--- config.mk ---
export PLATFORM = sky130hd
export DESIGN_NAME = bcd_down_counter_flat
export DESIGN_NICKNAME = d
export VERILOG_FILES = /design/src/rtl/bcd_down_counter_if.sv /design/src/rtl/bcd_down_counter.sv /design/src/flat_wrapper.sv
export SDC_FILE = /design/constraint.sdc
export NUM_CORES = 1
export LEC_CHECK = 0
export CAP_MARGIN = 15
export CELL_PAD_IN_SITES_DETAIL_PLACEMENT = 0
export CELL_PAD_IN_SITES_GLOBAL_PLACEMENT = 1
export CORE_MARGIN = 2
export CORE_UTILIZATION = 28
export DETAILED_ROUTE_END_ITERATION = 12
export PLACE_DENSITY = 0.79
export RECOVER_POWER = 100
export REMOVE_ABC_BUFFERS = 1
export SYNTH_ARGS = -nofsm -noshare
export SYNTH_HDL_FRONTEND = slang
export SYNTH_SLANG_ARGS = --single-unit
--- constraint.sdc ---
create_clock -name CLK -period 1.9 [get_ports CLK]
set_input_delay 0.38 -clock CLK [delete_from_list [all_inputs] [get_ports CLK]]
set_output_delay 0.38 -clock CLK [all_outputs]
set_load 0.01 [all_outputs]
--- src/rtl/bcd_down_counter_if.sv ---
`default_nettype none
// ============================================================================
//  Module      : bcd_down_counter_if
//  Description : Signal bundle for the cascadable BCD down counter.
//                The master drives the load value and the control strobes.
//                The slave (the counter) returns the count, the zero flag,
//                borrow-out and the registered underflow pulse.
//
//                Ports carried (widths for DIGITS digits):
//                  D    [4*DIGITS-1:0]  parallel load / reload value
//                  CS                   synchronous clear
//                  LD                   synchronous parallel load
//                  EN                   count enable
//                  BI                   borrow-in
//                  Q    [4*DIGITS-1:0]  registered count
//                  BO                   borrow-out, BI && EN && ZERO
//                  ZERO                 Q == 0
//                  TCQ                  registered underflow pulse
//  Revision    : 1.0  initial release
// ============================================================================
interface bcd_down_counter_if #(
    parameter int DIGITS = 2
);
    logic [4*DIGITS-1:0] D;
    logic                CS;
    logic                LD;
    logic                EN;
    logic                BI;
    logic [4*DIGITS-1:0] Q;
    logic                BO;
    logic                ZERO;
    logic                TCQ;

    modport master (
        output D, CS, LD, EN, BI,
        input  Q, BO, ZERO, TCQ
    );

    modport slave (
        input  D, CS, LD, EN, BI,
        output Q, BO, ZERO, TCQ
    );
endinterface
`default_nettype wire

--- src/rtl/bcd_down_counter.sv ---
`default_nettype none
// ============================================================================
//  Module      : bcd_down_counter
//  Description : Cascadable N-digit BCD (decade) down counter with
//                synchronous clear, parallel load, count enable, borrow-in
//                and combinational borrow-out. Optional auto-reload from D
//                on underflow turns it into a divide-by-(D+1) prescaler.
//
//  Parameters  : DIGITS      number of BCD digits (1..8)
//                AUTO_RELOAD 0: underflow wraps to all 9s
//                            1: underflow reloads D
//
//  Ports       : CLK   rising-edge clock
//                CDN   asynchronous active-low clear
//                bus   slave side of bcd_down_counter_if
//                      (D, CS, LD, EN, BI in; Q, BO, ZERO, TCQ out)
//
//  Priority at each clock edge: CS > LD > count (BI && EN) > hold.
//  Revision    : 1.0  initial release
// ============================================================================
module bcd_down_counter #(
    parameter int DIGITS      = 2,
    parameter bit AUTO_RELOAD = 1'b0
) (
    input  logic               CLK,
    input  logic               CDN,
    bcd_down_counter_if.slave  bus
);

    localparam int         c_width = 4 * DIGITS;
    localparam logic [3:0] c_nine  = 4'd9;

    logic [c_width-1:0] r_q;
    logic               r_tcq;

    logic [c_width-1:0] w_dec;        // Q after one BCD decrement
    logic [c_width-1:0] w_uf_value;   // value taken on underflow
    logic [DIGITS-1:0]  w_borrow;     // borrow arriving at each digit
    logic [DIGITS-1:0]  w_dig_zero;   // digit currently reads 0
    logic               w_zero;
    logic               w_count;

    assign w_zero  = (r_q == '0);
    assign w_count = bus.BI & bus.EN;

    // ------------------------------------------------------------------
    // Per-digit decrement. Each nibble is handled on its own; there is no
    // binary carry across digit boundaries. A borrow ripples upward only
    // through digits that read 0. An invalid nibble (A..F) that receives a
    // borrow is forced to 9 and absorbs the borrow, so the counter heals
    // itself after a load of non-BCD data.
    // ------------------------------------------------------------------
    for (genvar k = 0; k < DIGITS; k++) begin : g_digit
        logic [3:0] w_cur;
        logic [3:0] w_nxt;

        assign w_cur         = r_q[4*k +: 4];
        assign w_dig_zero[k] = (w_cur == 4'd0);

        if (k == 0) begin : g_lsd
            assign w_borrow[k] = 1'b1;
        end else begin : g_upper
            assign w_borrow[k] = w_borrow[k-1] & w_dig_zero[k-1];
        end

        always_comb begin
            w_nxt = w_cur;
            if (w_borrow[k]) begin
                if ((w_cur == 4'd0) || (w_cur > c_nine)) begin
                    w_nxt = c_nine;
                end else begin
                    w_nxt = w_cur - 4'd1;
                end
            end
        end

        assign w_dec[4*k +: 4] = w_nxt;
    end

    // ------------------------------------------------------------------
    // Underflow value. Decrementing all zeros through the digit chain
    // already yields all 9s, so the wrap mode simply reuses w_dec.
    // ------------------------------------------------------------------
    if (AUTO_RELOAD) begin : g_reload
        assign w_uf_value = bus.D;
    end else begin : g_wrap
        assign w_uf_value = w_dec;
    end

    // ------------------------------------------------------------------
    // Count and underflow registers
    // ------------------------------------------------------------------
    always_ff @(posedge CLK or negedge CDN) begin
        if (!CDN) begin
            r_q   <= '0;
            r_tcq <= 1'b0;
        end else if (bus.CS) begin
            r_q   <= '0;
            r_tcq <= 1'b0;
        end else if (bus.LD) begin
            r_q   <= bus.D;
            r_tcq <= 1'b0;
        end else if (w_count) begin
            r_q   <= w_zero ? w_uf_value : w_dec;
            r_tcq <= w_zero;
        end else begin
            r_tcq <= 1'b0;
        end
    end

    // ------------------------------------------------------------------
    // Outputs. BO is combinational and deliberately ignores CS/LD so that
    // a chain of instances sees the borrow in the same cycle.
    // ------------------------------------------------------------------
    assign bus.Q    = r_q;
    assign bus.TCQ  = r_tcq;
    assign bus.ZERO = w_zero;
    assign bus.BO   = w_count & w_zero;

endmodule
`default_nettype wire

--- src/flat_wrapper.sv ---
// flat-port wrapper written by rule: the top's interface ports become plain ports
module bcd_down_counter_flat 
#(
    parameter int DIGITS      = 2,
    parameter bit AUTO_RELOAD = 1'b0
)
  (CLK, CDN, bus_D, bus_CS, bus_LD, bus_EN, bus_BI, bus_Q, bus_BO, bus_ZERO, bus_TCQ);
  bcd_down_counter_if #(.DIGITS(DIGITS)) bus_i ();
  input  logic CLK;
  input  logic CDN;
  input wire logic [$bits(bus_i.D)-1:0] bus_D;
  input wire logic [$bits(bus_i.CS)-1:0] bus_CS;
  input wire logic [$bits(bus_i.LD)-1:0] bus_LD;
  input wire logic [$bits(bus_i.EN)-1:0] bus_EN;
  input wire logic [$bits(bus_i.BI)-1:0] bus_BI;
  output wire logic [$bits(bus_i.Q)-1:0] bus_Q;
  output wire logic [$bits(bus_i.BO)-1:0] bus_BO;
  output wire logic [$bits(bus_i.ZERO)-1:0] bus_ZERO;
  output wire logic [$bits(bus_i.TCQ)-1:0] bus_TCQ;
  assign bus_i.D = bus_D;
  assign bus_i.CS = bus_CS;
  assign bus_i.LD = bus_LD;
  assign bus_i.EN = bus_EN;
  assign bus_i.BI = bus_BI;
  assign bus_Q = bus_i.Q;
  assign bus_BO = bus_i.BO;
  assign bus_ZERO = bus_i.ZERO;
  assign bus_TCQ = bus_i.TCQ;
  bcd_down_counter #(.DIGITS(DIGITS), .AUTO_RELOAD(AUTO_RELOAD)) u_core (.CLK(CLK), .CDN(CDN), .bus(bus_i));
endmodule
==> impl_metrics.env <==
export IMPL_status="finished with violations"
export IMPL_violations="setup timing"
export IMPL_dieHeight_um=54.3
export IMPL_insertion_delay_ns=0.27
export IMPL_area_delta_synth_final_pct=78.8
export IMPL_drtAntennaViolNets=0
export IMPL_period_share=1.15
export IMPL_grt_pass1_vias=779
export IMPL_vias=823
export IMPL_drt_initial_drc_count=14
export IMPL_post_place_ws_ns=-0.470
export IMPL_r2r_end="u_core.bus.Q[5]"
export IMPL_synth_enable_flop_cells=0
export IMPL_setup_violations=6
export IMPL_synth_area_per_cell_um2=8.74
export IMPL_synthArstFlopShare=1.00
export IMPL_wirelength_mm=2.32
export IMPL_grt_use_met1=0.203
export IMPL_synth_seq_cells=9
export IMPL_rr_worst_depth=7
export IMPL_path_delay_family="simple AND/OR/NAND/NOR gates"
export IMPL_syn_area_um2=708
export IMPL_grt_busiest_layer="met2"
export IMPL_synthTopCellsByCount="9 x dfrtp_1, 9 x inv_1, 8 x nor3_1"
export IMPL_max_clock_path_buffers=2
export IMPL_ctsRootBufferMaster="clkbuf_4"
export IMPL_worst_slew_pin_slew_ns=0.500
export IMPL_fin_skew_ns=0.00745
export IMPL_slowest_delay_ns=0.48
export IMPL_nNetsFinal=152
export IMPL_reg2reg_from="u_core.bus.Q[1]"
export IMPL_ys_flop_type="dfrtp_1"
export IMPL_cp_cell_sequence="inv_2, ha_4, or3b_4, buf_4, or2_4, or4_4, a221oi_2"
export IMPL_rows=18
export IMPL_numCtsBuffers=3
export IMPL_gp_congestion=0.808
export IMPL_fp_coreArea_um2=2430
export IMPL_end_kind="flip-flop"
export IMPL_r2r_slack_ns=-0.28
export IMPL_cp_arrival_ns=2.36
export IMPL_slew_viol_final=0
export IMPL_cts_sinks=9
export IMPL_use_met2=0.291
export IMPL_min_period_ns=2.18
export IMPL_leakage_nw=0.548
export IMPL_yosys_warnings=0
export IMPL_cts_clk_slew_worst_paths_ns=0.07
export IMPL_fin_ws_ns=-0.276
export IMPL_die_area_um2=2950
export IMPL_crit_buf_inv=2
export IMPL_grt_usage=0.167
export IMPL_fmax_mhz=460
export IMPL_required_ns=2.08
export IMPL_diodes=0
export IMPL_antenna_found_initial=0
export IMPL_path_class="flip-flop to flip-flop"
export IMPL_dr_pass1_iters=4
export IMPL_critical_path_max_fanout=2
export IMPL_dp_hpwl_mm=1.65
export IMPL_rsz0062_at_grt="yes"
export IMPL_drive_above_1_share=0.351
export IMPL_drc=0
export IMPL_stdcell_count=161
export IMPL_start_util=0.291
export IMPL_grt_overflow_total=0
export IMPL_critPathLaunchType="flip-flop"
export IMPL_wire_per_inst_um=14.4
export IMPL_power_density_nw_per_um2=518
export IMPL_hold_viol=0
export IMPL_placedCellCount=156
export IMPL_yosysTopAreaCellShare=0.318
export IMPL_peakVddDrop_v=0.000419
export IMPL_cap_viol_max_count=0
export IMPL_synthTopCellsByArea="dfrtp_1 32%, ha_1 11%, nor3_1 5.7%"
export IMPL_ios=25
export IMPL_netlist_instances=81
export IMPL_yosysSeqAreaShare=0.318
export IMPL_synth_cell_types=29
export IMPL_htree_levels=1
export IMPL_grt_pass1_wl_mm=3.49
export IMPL_cts_tree="built"
export IMPL_grt_max_degree=10
export IMPL_relSlewSlack=0.665
export IMPL_crit_slowest_cell="or4_4"
export IMPL_via_per_inst=5.11
export IMPL_met3_usage=0.0355
export IMPL_worstHoldPathType="primary input to asynchronous set/reset pin"
export IMPL_port_buffers=24
export IMPL_synth_top_area_cell="dfrtp_1"
export IMPL_die_x_um=54.3
registers in the layout, indices dropped and copies added (netlist names):
name	cells
u_core.bus.TCQ	1
u_core.bus.Q	8
stage by stage:
stage           util  power, W  area, µm²  hold slack (ns)  setup TNS (ns)
2_1_floorplan      -  0.000319        697           0.0844          -0.418
3_3_place_gp   0.475  0.000468       1150            0.606           -1.16
3_5_place_dp   0.475  0.000471       1150            0.596           -1.44
4_1_cts        0.499  0.000645       1210            0.450          -0.797
5_1_grt        0.521  0.000697       1270            0.545           -1.48
6_report       0.521  0.000656       1270            0.510          -0.839
worst max path at each step:
stage / start / end / slack, ns / depth (start not counted)
4_1_cts: u_core.bus.Q[0] / bus_BO / -0.29 / 6
2_1_floorplan: u_core.bus.Q[0] / u_core.bus.Q[5] / -0.18 / 6
5_1_grt: u_core.bus.Q[1] / u_core.bus.Q[5] / -0.36 / 7
6_report: u_core.bus.Q[1] / u_core.bus.Q[5] / -0.28 / 7
3_3_place_gp: u_core.bus.Q[0] / bus_BO / -0.38 / 6
3_5_place_dp: u_core.bus.Q[0] / bus_BO / -0.47 / 6
power breakdown:
part | switching (W) | internal [W] | total, W
sequential | 0.00000817 | 0.000204 | 0.000212
clock | 0.0000751 | 0.0000812 | 0.000156
combinational | 0.000129 | 0.000158 | 0.000287
total | 0.000212 | 0.000444 | 0.000656
worst register-to-register path: stages, from the launching register on:
cell      delay, ns
dfrtp_1        0.39
inv_2          0.09
ha_4           0.13
or3b_4         0.39
buf_4          0.15
or2_4          0.24
or4_4          0.48
a221oi_2       0.22
layer usage:
layer / up-vias / part of all wire
met4: 0 / 0.016
met3: 4 / 0.031
li1: 399 / -
met5: - / 0
met2: 18 / 0.50
met1: 402 / 0.45
layout by cell type (no fill, tap or decap), drive strengths merged:
master / netlist / layout
a2111oi: 2 / 2
a21oi: 5 / 5
a221oi: 4 / 4
and3: 1 / 1
buf: 0 / 27
clkbuf: 3 / 4
clkdlybuf4s50: 0 / 17
dfrtp: 9 / 9
dlygate4sd3: 0 / 5
ha: 6 / 6
inv: 9 / 9
mux2: 2 / 2
nand2: 1 / 1
nand2b: 2 / 2
nand3: 1 / 1
nand3b: 1 / 1
nand4: 1 / 1
nor2: 4 / 4
nor2b: 5 / 5
nor3: 8 / 8
nor3b: 3 / 3
nor4: 2 / 2
o21a: 1 / 1
o21ai: 3 / 3
o21bai: 1 / 1
o22a: 1 / 1
o31a: 1 / 1
or2: 1 / 1
or3b: 1 / 1
or4: 3 / 3
logic make-up (layout without fill, tap and decap cells):
kind of cell | count (synthesis) | count (layout) | synth area share
multiplexers | 2 | 2 | 0.0318
flip-flops | 9 | 9 | 0.318
AND/OR/NAND/NOR | 34 | 34 | 0.295
adder cells (fa/ha/maj) | 6 | 6 | 0.106
buffers and inverters | 12 | 62 | 0.0636
AO/OA/AOI/OAI | 18 | 18 | 0.186
area by class of cell:
cell class / count / area (µm²)
Timing Repair Buffer: 49 / 430
Tap cell: 30 / 37.5
Sequential cell: 9 / 225
Inverter: 9 / 33.8
Multi-Input combinational cell: 60 / 513
Clock buffer: 4 / 26.3
Fill cell: 250 / 1170
repair_timing:
action	in CTS	in global routing
hold buffers	0	0
endpoints found under the setup margin	7	8
gates resized for setup	15	14
pin swaps	3	5
buffers inserted	2	1
(Power assumes the default switching activity.)
